$ cat src/rtl/letter_pool.sv
// letter_pool: active-letter store for the falling-letter typing game.
// Captures generated letters into free slots, moves live letters down the
// screen on each frame tick, matches typed keys against live letters and
// keeps saturating hit / fallen-letter totals for the scoreboard.
module letter_pool #(
  parameter int         SLOTS    = 8,
  parameter logic [8:0] X_BOTTOM = 9'd460
) (
  input  logic                     clk,
  input  logic                     rst_n,
  input  logic [7:0]               gen_ch,
  input  logic [2:0]               gen_speed,
  input  logic [8:0]               gen_x,
  input  logic [9:0]               gen_y,
  input  logic                     spawn_tick,
  input  logic                     frame_tick,
  input  logic                     key_valid,
  input  logic [7:0]               key_ch,
  input  logic [$clog2(SLOTS)-1:0] rd_idx,
  output logic                     rd_valid,
  output logic [7:0]               rd_ch,
  output logic [8:0]               rd_x,
  output logic [9:0]               rd_y,
  output logic [SLOTS-1:0]         active_mask,
  output logic                     full,
  output logic                     hit,
  output logic                     wrong,
  output logic                     miss,
  output logic                     spawn_drop,
  output logic [15:0]              hit_count,
  output logic [15:0]              miss_count
);

  localparam int IW = $clog2(SLOTS);

  // Slot storage
  logic [SLOTS-1:0] valid_q, valid_d;
  logic [7:0]       ch_q    [SLOTS];
  logic [7:0]       ch_d    [SLOTS];
  logic [2:0]       speed_q [SLOTS];
  logic [2:0]       speed_d [SLOTS];
  logic [8:0]       x_q     [SLOTS];
  logic [8:0]       x_d     [SLOTS];
  logic [9:0]       y_q     [SLOTS];
  logic [9:0]       y_d     [SLOTS];

  // Counters, event pulses and readout registers
  logic [15:0] hit_count_q, hit_count_d;
  logic [15:0] miss_count_q, miss_count_d;
  logic        hit_q, hit_d;
  logic        wrong_q, wrong_d;
  logic        miss_q, miss_d;
  logic        spawn_drop_q, spawn_drop_d;
  logic        rd_valid_q, rd_valid_d;
  logic [7:0]  rd_ch_q, rd_ch_d;
  logic [8:0]  rd_x_q, rd_x_d;
  logic [9:0]  rd_y_q, rd_y_d;

  // Intermediate decisions
  logic [7:0]    key_fold;
  logic          key_found;
  logic [IW-1:0] key_win;
  logic [8:0]    key_best_x;
  logic          key_hit;
  logic          free_found;
  logic [IW-1:0] free_idx;
  logic          gen_ok;
  logic          spawn_ok;
  logic [9:0]    frame_sum [SLOTS];
  logic [4:0]    fall_cnt;
  logic [16:0]   miss_sum;

  // Fold the key to uppercase and pick the lowest live letter (largest x, lowest index on tie)
  always_comb begin
    key_fold   = key_ch;
    key_found  = 1'b0;
    key_win    = '0;
    key_best_x = '0;
    if (key_ch >= 8'h61 && key_ch <= 8'h7A) begin
      key_fold = key_ch - 8'h20;
    end
    for (int i = 0; i < SLOTS; i++) begin
      if (valid_q[i] && (ch_q[i] == key_fold) && (!key_found || (x_q[i] > key_best_x))) begin
        key_found  = 1'b1;
        key_win    = IW'(i);
        key_best_x = x_q[i];
      end
    end
  end

  // Lowest-index slot that was free at the start of the cycle
  always_comb begin
    free_found = 1'b0;
    free_idx   = '0;
    for (int i = SLOTS - 1; i >= 0; i--) begin
      if (!valid_q[i]) begin
        free_found = 1'b1;
        free_idx   = IW'(i);
      end
    end
  end

  // Candidate new row for every slot; a 10-bit sum so overshoot past row 511 is still caught
  always_comb begin
    for (int i = 0; i < SLOTS; i++) begin
      frame_sum[i] = {1'b0, x_q[i]} + {7'b0, speed_q[i]};
    end
  end

  // Slot next-state: key first, then frame advance, then spawn
  always_comb begin
    valid_d  = valid_q;
    ch_d     = ch_q;
    speed_d  = speed_q;
    x_d      = x_q;
    y_d      = y_q;
    fall_cnt = '0;
    key_hit  = key_valid && key_found;
    gen_ok   = (gen_ch >= 8'h41) && (gen_ch <= 8'h5A) && (gen_speed != 3'd0);
    spawn_ok = spawn_tick && gen_ok && free_found;

    if (key_hit) begin
      valid_d[key_win] = 1'b0;
    end

    if (frame_tick) begin
      for (int i = 0; i < SLOTS; i++) begin
        if (valid_q[i] && !(key_hit && (key_win == IW'(i)))) begin
          if (frame_sum[i] >= {1'b0, X_BOTTOM}) begin
            valid_d[i] = 1'b0;
            fall_cnt   = fall_cnt + 5'd1;
          end else begin
            x_d[i] = frame_sum[i][8:0];
          end
        end
      end
    end

    // The chosen slot was not live at the start of the cycle, so neither key nor frame touched it
    if (spawn_ok) begin
      valid_d[free_idx] = 1'b1;
      ch_d[free_idx]    = gen_ch;
      speed_d[free_idx] = gen_speed;
      x_d[free_idx]     = gen_x;
      y_d[free_idx]     = gen_y;
    end
  end

  // Saturating totals and one-cycle event pulses
  always_comb begin
    hit_count_d = hit_count_q;
    if (key_hit && (hit_count_q != 16'hFFFF)) begin
      hit_count_d = hit_count_q + 16'd1;
    end
    miss_sum     = {1'b0, miss_count_q} + 17'(fall_cnt);
    miss_count_d = miss_sum[16] ? 16'hFFFF : miss_sum[15:0];
    hit_d        = key_hit;
    wrong_d      = key_valid && !key_found;
    miss_d       = (fall_cnt != 5'd0);
    spawn_drop_d = spawn_tick && !spawn_ok;
  end

  // Renderer readout samples the selected slot as it stands before this edge
  always_comb begin
    rd_valid_d = valid_q[rd_idx];
    rd_ch_d    = ch_q[rd_idx];
    rd_x_d     = x_q[rd_idx];
    rd_y_d     = y_q[rd_idx];
  end

  // Slot registers
  always_ff @(posedge clk or negedge rst_n) begin
    if (!rst_n) begin
      valid_q <= '0;
      for (int i = 0; i < SLOTS; i++) begin
        ch_q[i]    <= '0;
        speed_q[i] <= '0;
        x_q[i]     <= '0;
        y_q[i]     <= '0;
      end
    end else begin
      valid_q <= valid_d;
      ch_q    <= ch_d;
      speed_q <= speed_d;
      x_q     <= x_d;
      y_q     <= y_d;
    end
  end

  // Counter, pulse and readout registers
  always_ff @(posedge clk or negedge rst_n) begin
    if (!rst_n) begin
      hit_count_q  <= '0;
      miss_count_q <= '0;
      hit_q        <= 1'b0;
      wrong_q      <= 1'b0;
      miss_q       <= 1'b0;
      spawn_drop_q <= 1'b0;
      rd_valid_q   <= 1'b0;
      rd_ch_q      <= '0;
      rd_x_q       <= '0;
      rd_y_q       <= '0;
    end else begin
      hit_count_q  <= hit_count_d;
      miss_count_q <= miss_count_d;
      hit_q        <= hit_d;
      wrong_q      <= wrong_d;
      miss_q       <= miss_d;
      spawn_drop_q <= spawn_drop_d;
      rd_valid_q   <= rd_valid_d;
      rd_ch_q      <= rd_ch_d;
      rd_x_q       <= rd_x_d;
      rd_y_q       <= rd_y_d;
    end
  end

  assign active_mask = valid_q;
  assign full        = &valid_q;
  assign hit         = hit_q;
  assign wrong       = wrong_q;
  assign miss        = miss_q;
  assign spawn_drop  = spawn_drop_q;
  assign hit_count   = hit_count_q;
  assign miss_count  = miss_count_q;
  assign rd_valid    = rd_valid_q;
  assign rd_ch       = rd_ch_q;
  assign rd_x        = rd_x_q;
  assign rd_y        = rd_y_q;

endmodule

$ cat config.mk
export PLATFORM = sky130hd
export DESIGN_NAME = letter_pool
export DESIGN_NICKNAME = d
export VERILOG_FILES = /design/src/rtl/letter_pool.sv
export SDC_FILE = /design/constraint.sdc
export NUM_CORES = 1
export LEC_CHECK = 0
export ABC_AREA = 1
export CAP_MARGIN = 20
export CORE_UTILIZATION = 50
export DETAILED_ROUTE_END_ITERATION = 16
export DONT_BUFFER_PORTS = 1
export GPL_TIMING_DRIVEN = 0
export PLACE_DENSITY_LB_ADDON = 0.12
export SLEW_MARGIN = 15
export SYNTH_ARGS = -nofsm -noshare
export SYNTH_HDL_FRONTEND = slang
export SYNTH_SLANG_ARGS = --single-unit
export TNS_END_PERCENT = 50
$ cat constraint.sdc
create_clock -name clk -period 19.79 [get_ports clk]
set_clock_uncertainty 0.1 [all_clocks]
set_input_delay 5.937 -clock clk [delete_from_list [all_inputs] [get_ports clk]]
set_output_delay 5.937 -clock clk [all_outputs]
set_load 0.01 [all_outputs]
== After elaboration in Yosys (flattened, before gate mapping) ==
Index checks and enable logic that the tools add are counted.
Operators by class
  add/sub/neg operators: 18
  $lt $le $gt $ge: 27
  equal/unequal tests: 16
  mux-type cells: 128
  bitwise logic cells: 5
  reductions and logical operators: 71
Operators with widths (number)
  9-bit two-way mux: 26
  72-bit two-way mux: 2
  5-bit two-way mux: 22
  9-bit by 3-bit adder with 10-bit output: 8
  80-bit bitwise mux: 1
  10-bit by 9-bit greater-or-equal comparator with 1-bit output, second input constant: 8
  72-bit bitwise mux: 1
  64-bit bitwise mux: 1
  8-bit equality test: 8
  9-bit > comparator: 7
  8-bit two-way mux: 7
  3-bit two-way mux: 15
  1-bit logical AND: 43
  1-bit two-way mux: 38
  5-bit by 1-bit adder with 5-bit output, second input constant: 7
  10-bit binary-select mux with 3-bit select: 1
  10-bit demux with 3-bit select: 1
  10-bit two-way mux: 3
  9-bit binary-select mux with 3-bit select: 1
  9-bit demux with 3-bit select: 1
  8-bit binary-select mux with 3-bit select: 1
  24-bit bitwise mux: 1
  8-bit demux with 3-bit select: 1
  16-bit by 5-bit adder with 17-bit output: 1
  26 further kinds: 60
Storage, ports and cells
  register bits: 312
  input bits: 46
  output and inout port bits: 73
  logic and storage cells: 308

== Depth between registers and ports, before layout ==
Gate-level depths: netlist of the first run.
  word-level depth: 70
  gate-level depth with buffers: 145
  mapped depth without buffers: 137

== Least setup slack after synthesis of the first run ==
OpenSTA, ideal clock, no wires.
  path type: input port to flip-flop
  start point: in key_ch[5]
  end point: reg miss_count_q[15] (netlist: miss_count[15])
  library setup time: 0.071 ns
  arrival time: 23.044 ns
  data required time: 19.619 ns
  setup slack: -3.425 ns
  stages: 132
  path buffers: 10
  cell sequence: buf_6 > inv_1 > ha_1 > nand4_4 > nand2_2 > nand2_1 > nand3_1 > nor2_4 > nand2_1 > ha_1 > a21oi_1 > o21ai_0 > nand2_1 > o211ai_1 > o21ai_0 > nand2_1 > nand2_1 > clkbuf_1 > [96 not listed] > o21ai_0 > inv_1 > ha_1 > nor2_1 > nand3b_1 > inv_1 > ha_1 > nand3_1 > nand2_1 > a21oi_1 > o21ai_0 > nand2_1 > nor2_1 > nand3_1 > nor3_1 > nand3_1 > or2_2 > nand3_1
Between the ends
  word-level cells in the longest chain between the ends: 70
  elaborated cells on any way between the ends: 136
  those cells by class: 9 x add/sub; 9 x order compare; 15 x eq/ne; 47 x mux; 56 x reduce/logical
Ends and longest elaborated chain
  start: declaration: line 18  | input logic [7:0] key_ch,
  8-bit by 7-bit greater-or-equal comparator with 1-bit output or 8-bit by 7-bit <= comparator with 1-bit output (tied branches): line 79  | if (key_ch >= 8'h61 && key_ch <= 8'h7A) begin
  1-bit logical AND: line 79
  8-bit two-way mux *: line 79
  8-bit equality test: line 83  | if (valid_q[i] && (ch_q[i] == key_fold) && (!key_found || (x_q[i] > key_best_x))) begin
  1-bit logical AND: line 83
  9-bit two-way mux or 1-bit two-way mux (tied branches): line 83
  9-bit > comparator or 1-bit zero test (tied branches): line 83
  1-bit logical OR: line 83
  [55 not listed]
  5-bit two-way mux: line 126  | if (frame_tick) begin
  5-bit by 1-bit adder with 5-bit output: line 131  | fall_cnt = fall_cnt + 5'd1;
  5-bit two-way mux: line 129  | if (frame_sum[i] >= {1'b0, X_BOTTOM}) begin
  5-bit two-way mux *: line 128  | if (valid_q[i] && !(key_hit && (key_win == IW'(i)))) begin
  5-bit two-way mux *: line 126
  16-bit by 5-bit adder with 17-bit output *: line 155  | miss_sum = {1'b0, miss_count_q} + 17'(fall_cnt);
  16-bit two-way mux *: line 156  | miss_count_d = miss_sum[16] ? 16'hFFFF : miss_sum[15:0];
  named net miss_count_d[15]: line 49  | logic [15:0] miss_count_q, miss_count_d;
  end signal: assignment: line 205  | miss_count_q <= miss_count_d;
  end: declaration: line 49
Mark *: on every way through the listed nets, which the timed path passes. The rest lies on a longest branch. The select of a mux whose other input is x is not followed.
A chain may end at the register's enable or synchronous reset.

== Worst setup path in the final report of the first run ==
  start point: in key_ch[4]
  end point: reg miss_count_q[15] (netlist: miss_count[15])
The elaborated chain is that of the path after synthesis.

==> impl_metrics.ini, run 1 <==
[detailed_routing]
ant_nets = 0
wl_per_cell_um = 22.3
drcViolationCount = 0
dr.pass1.iters = 7
vias = 21000
wl_um = 78300
viasPerCell = 5.96
first_iter_violations = 2275

[pwr]
powerDensity_mw_per_mm2 = 77.7
leakage_nw = 11.9
finalPower_mw = 1.99
peakVddDrop_mv = 0.0698

[final_layout]
multi_input_area_mm2 = 0.0123
nets = 3120
drive_above_1_share = 0.201
fillers = 3426
final_util = 0.642
seqCellArea_mm2 = 0.00781
area_delta_synth_final_pct = 26.3

[synthesis]
synthTopCellsByCount = nand2_1 (585), o21ai_0 (401), inv_1 (343)
ys_seq_area_frac = 0.385
synth_edf_count = 0
synth_top_area_share = 0.385
syn-instance-count = 2726
synth.distinct_cells = 54
post-synth-top-count-cell = nand2_1
synthesis.area_mm2 = 0.0203
synth_seq_cells = 312
post-synth-top-area-cell = dfrtp_1
syn_nets = 2882
yosys-top-cells-area = dfrtp_1 (39%), nand2_1 (11%), o21ai_0 (9.9%), inv_1 (6.4%), ha_1 (6.2%)
synth_ff_type = dfrtp_1
yosys_warnings = 0
postSynth.asyncResetShare = 1.00
syn_avg_cell_area_um2 = 7.43

[place]
dp.final_hpwl_um = 53500
port_buffers = 0
gp_congestion = 0.996
pre_cts_ws_ps = -4710

[worst_setup_path]
cp-end-kind = flip-flop
critical_path.endpoint = miss_count[15]
start_kind = input port
critPathTopFamily = simple AND/OR/NAND/NOR gates
crit_type = input port to flip-flop
r2r-start = active_mask[0]
cp_max_fo = 8
worst_path_most_repeated_cell = buf_4
critPathArrivalTime_ps = 23180
cp.required_ps = 20220
r2r_cells = 126
crit_buf_inv = 48
r2r_setup_slack_ps = 1930
critPathMaxStageDelay_ps = 310
critPathLaunch = key_ch[4]
cp.depth = 128
critical_path.slowest_cell = ha_1
reg2reg_to = miss_count[15]

[outcome]
status = complete, but fails checks
violations = setup timing

[global_routing]
grt_pass1_wl_um = 117000
antenna_found_initial = 2
overflow = 0
grt_max_degree = 313
grt_usage = 0.375
grt_pass1_vias = 19900

[timing]
layout_min_cycle_time_ps = 22750
finalSetupViolations = 27
fin_crit_sh = 1.15
fin_ws_ps = -2960
tns_ps = -53430
rsz0062_at_grt = yes
slew_violations = 0
finalHoldViolCount = 0
slew_headroom = 0.352
worst_pin_slew_ps = 972
whs_ps = 383
fmax_mhz = 43.9

[die]
dieArea_mm2 = 0.0413
dieWidth_um = 203
start_util = 0.509
core_area_mm2 = 0.0398
io-pin-count = 119
die_h_um = 203
core.rowCount = 73

[clock_tree]
cts_max_level = 2
cts_made_buffers = 37
cts_sinks = 312
clk_latency_ps = 590
cts_buffer_depth = 3
tritoncts = done
clockRootBuffer = clkbuf_16
clkTransAtPathRegs_ps = 60

[min_path]
hold_start = y_q[42]
hold_path.class = flip-flop to flip-flop

[run]
drv_cap = 0
## layout by cell type, fill, tap and decap left out, types with 26 or more instances in the layout
| cell | count |
|---|---|
| nand2_1 | 527 |
| o21ai_0 | 347 |
| inv_1 | 323 |
| dfrtp_1 | 312 |
| nor2_1 | 205 |
| buf_4 | 175 |
| a21oi_1 | 97 |
| clkbuf_1 | 93 |
| nand3_1 | 85 |
| o211ai_1 | 70 |
| ha_1 | 60 |
| nand2_2 | 56 |
| xor2_1 | 54 |
| ha_4 | 41 |
| clkbuf_16 | 40 |
| nand2_4 | 34 |
| a31oi_1 | 33 |
| inv_2 | 27 |
| o21ai_1 | 26 |
## power by group
part | switching [mW] | internal, mW
Clock | 0.291 | 0.386
Sequential | 0.105 | 0.725
Combinational | 0.290 | 0.190
Total | 0.686 | 1.30
## state kept, by name (all words and copies together) (netlist names)
name / flops
wrong: 1
hit: 1
rd_valid: 1
active_mask: 8
miss: 1
y_q: 80
rd_x: 9
rd_y: 10
spawn_drop: 1
ch_q: 64
speed_q: 24
miss_count: 16
x_q: 72
rd_ch: 8
hit_count: 16
## worst min-delay path by stage
| stage | slack (ps) | to | cells after the start |
|---|---|---|---|
| after CTS | 380 | y_q[10] | 2 |
| after floorplan | 350 | y_q[10] | 2 |
| after detailed placement | 370 | y_q[10] | 2 |
| final | 380 | y_q[42] | 2 |
| after global routing | 400 | y_q[25] | 2 |
| after global placement | 360 | y_q[15] | 2 |
## worst reg2reg max path, delay by kind of cell (launching register included)
kind / cells / cell delay (ps)
AO/OA/AOI/OAI: 21 / 3110
adder cells (fa/ha/maj): 8 / 2130
buffers and inverters: 46 / 5740
flip-flops: 1 / 610
AND/OR/NAND/NOR: 51 / 6070
## final cells by class
class	instances	share of cell area
well taps	525	0.0257
repair inverters	1	0.000293
diodes	3	0.000293
multi-input cells	1939	0.479
clock inverters	16	0.00533
repair buffers	198	0.0640
inverters	363	0.0545
plain buffers	112	0.0248
flip-flops and latches	312	0.305
clock buffers	49	0.0407
## metrics by stage
| stage | cell area [µm²] | instances |
|---|---|---|
| 3_3_place_gp | 21300 | 3251 |
| 5_1_grt | 25600 | 3517 |
| 4_1_cts | 24800 | 3494 |
| 6_report | 25600 | 3518 |
| 3_5_place_dp | 21300 | 3251 |
| 2_1_floorplan | 20600 | 2726 |
## metal layers
metal	vias up	GRT usage	wire length (µm)
met2	1137	0.579	35000
met3	292	0.0749	7450
met5	-	0	0
met1	10000	0.490	31100
met4	0	0.212	4750
li1	9501	-	-
## cells by family after synthesis
family,after synthesis,synth area share
adders and majority gates,110,0.0713
buffers and inverters,476,0.0902
AOI/OAI and AO/OA,683,0.188
and+or+nand+nor,1067,0.231
DFF,312,0.385
xor gates and xnor gates,76,0.0329
muxes,2,0.00111
## what timing repair did
item / 4_1_cts / 5_1_grt
pin swaps: 120 / 101
endpoints found under the setup margin: 17 / 27
setup buffers: 174 / 33
hold buffers: 0 / 0
gates cloned: 7 / 0
resized for setup: 219 / 128
No activity file was read; power rests on OpenSTA's default activity.
==> run 2, diff against run 1 <==
--- a/config.mk
+++ b/config.mk
@@ -6,6 +6,7 @@
 export NUM_CORES = 1
 export LEC_CHECK = 0
 export ABC_AREA = 1
+export ABC_CLOCK_PERIOD_IN_PS = 19790
 export CAP_MARGIN = 20
 export CORE_UTILIZATION = 50
 export DETAILED_ROUTE_END_ITERATION = 16
==> results of run 2 <==
Same layout as run 1: the final DEF is identical, and so are final timing and power.
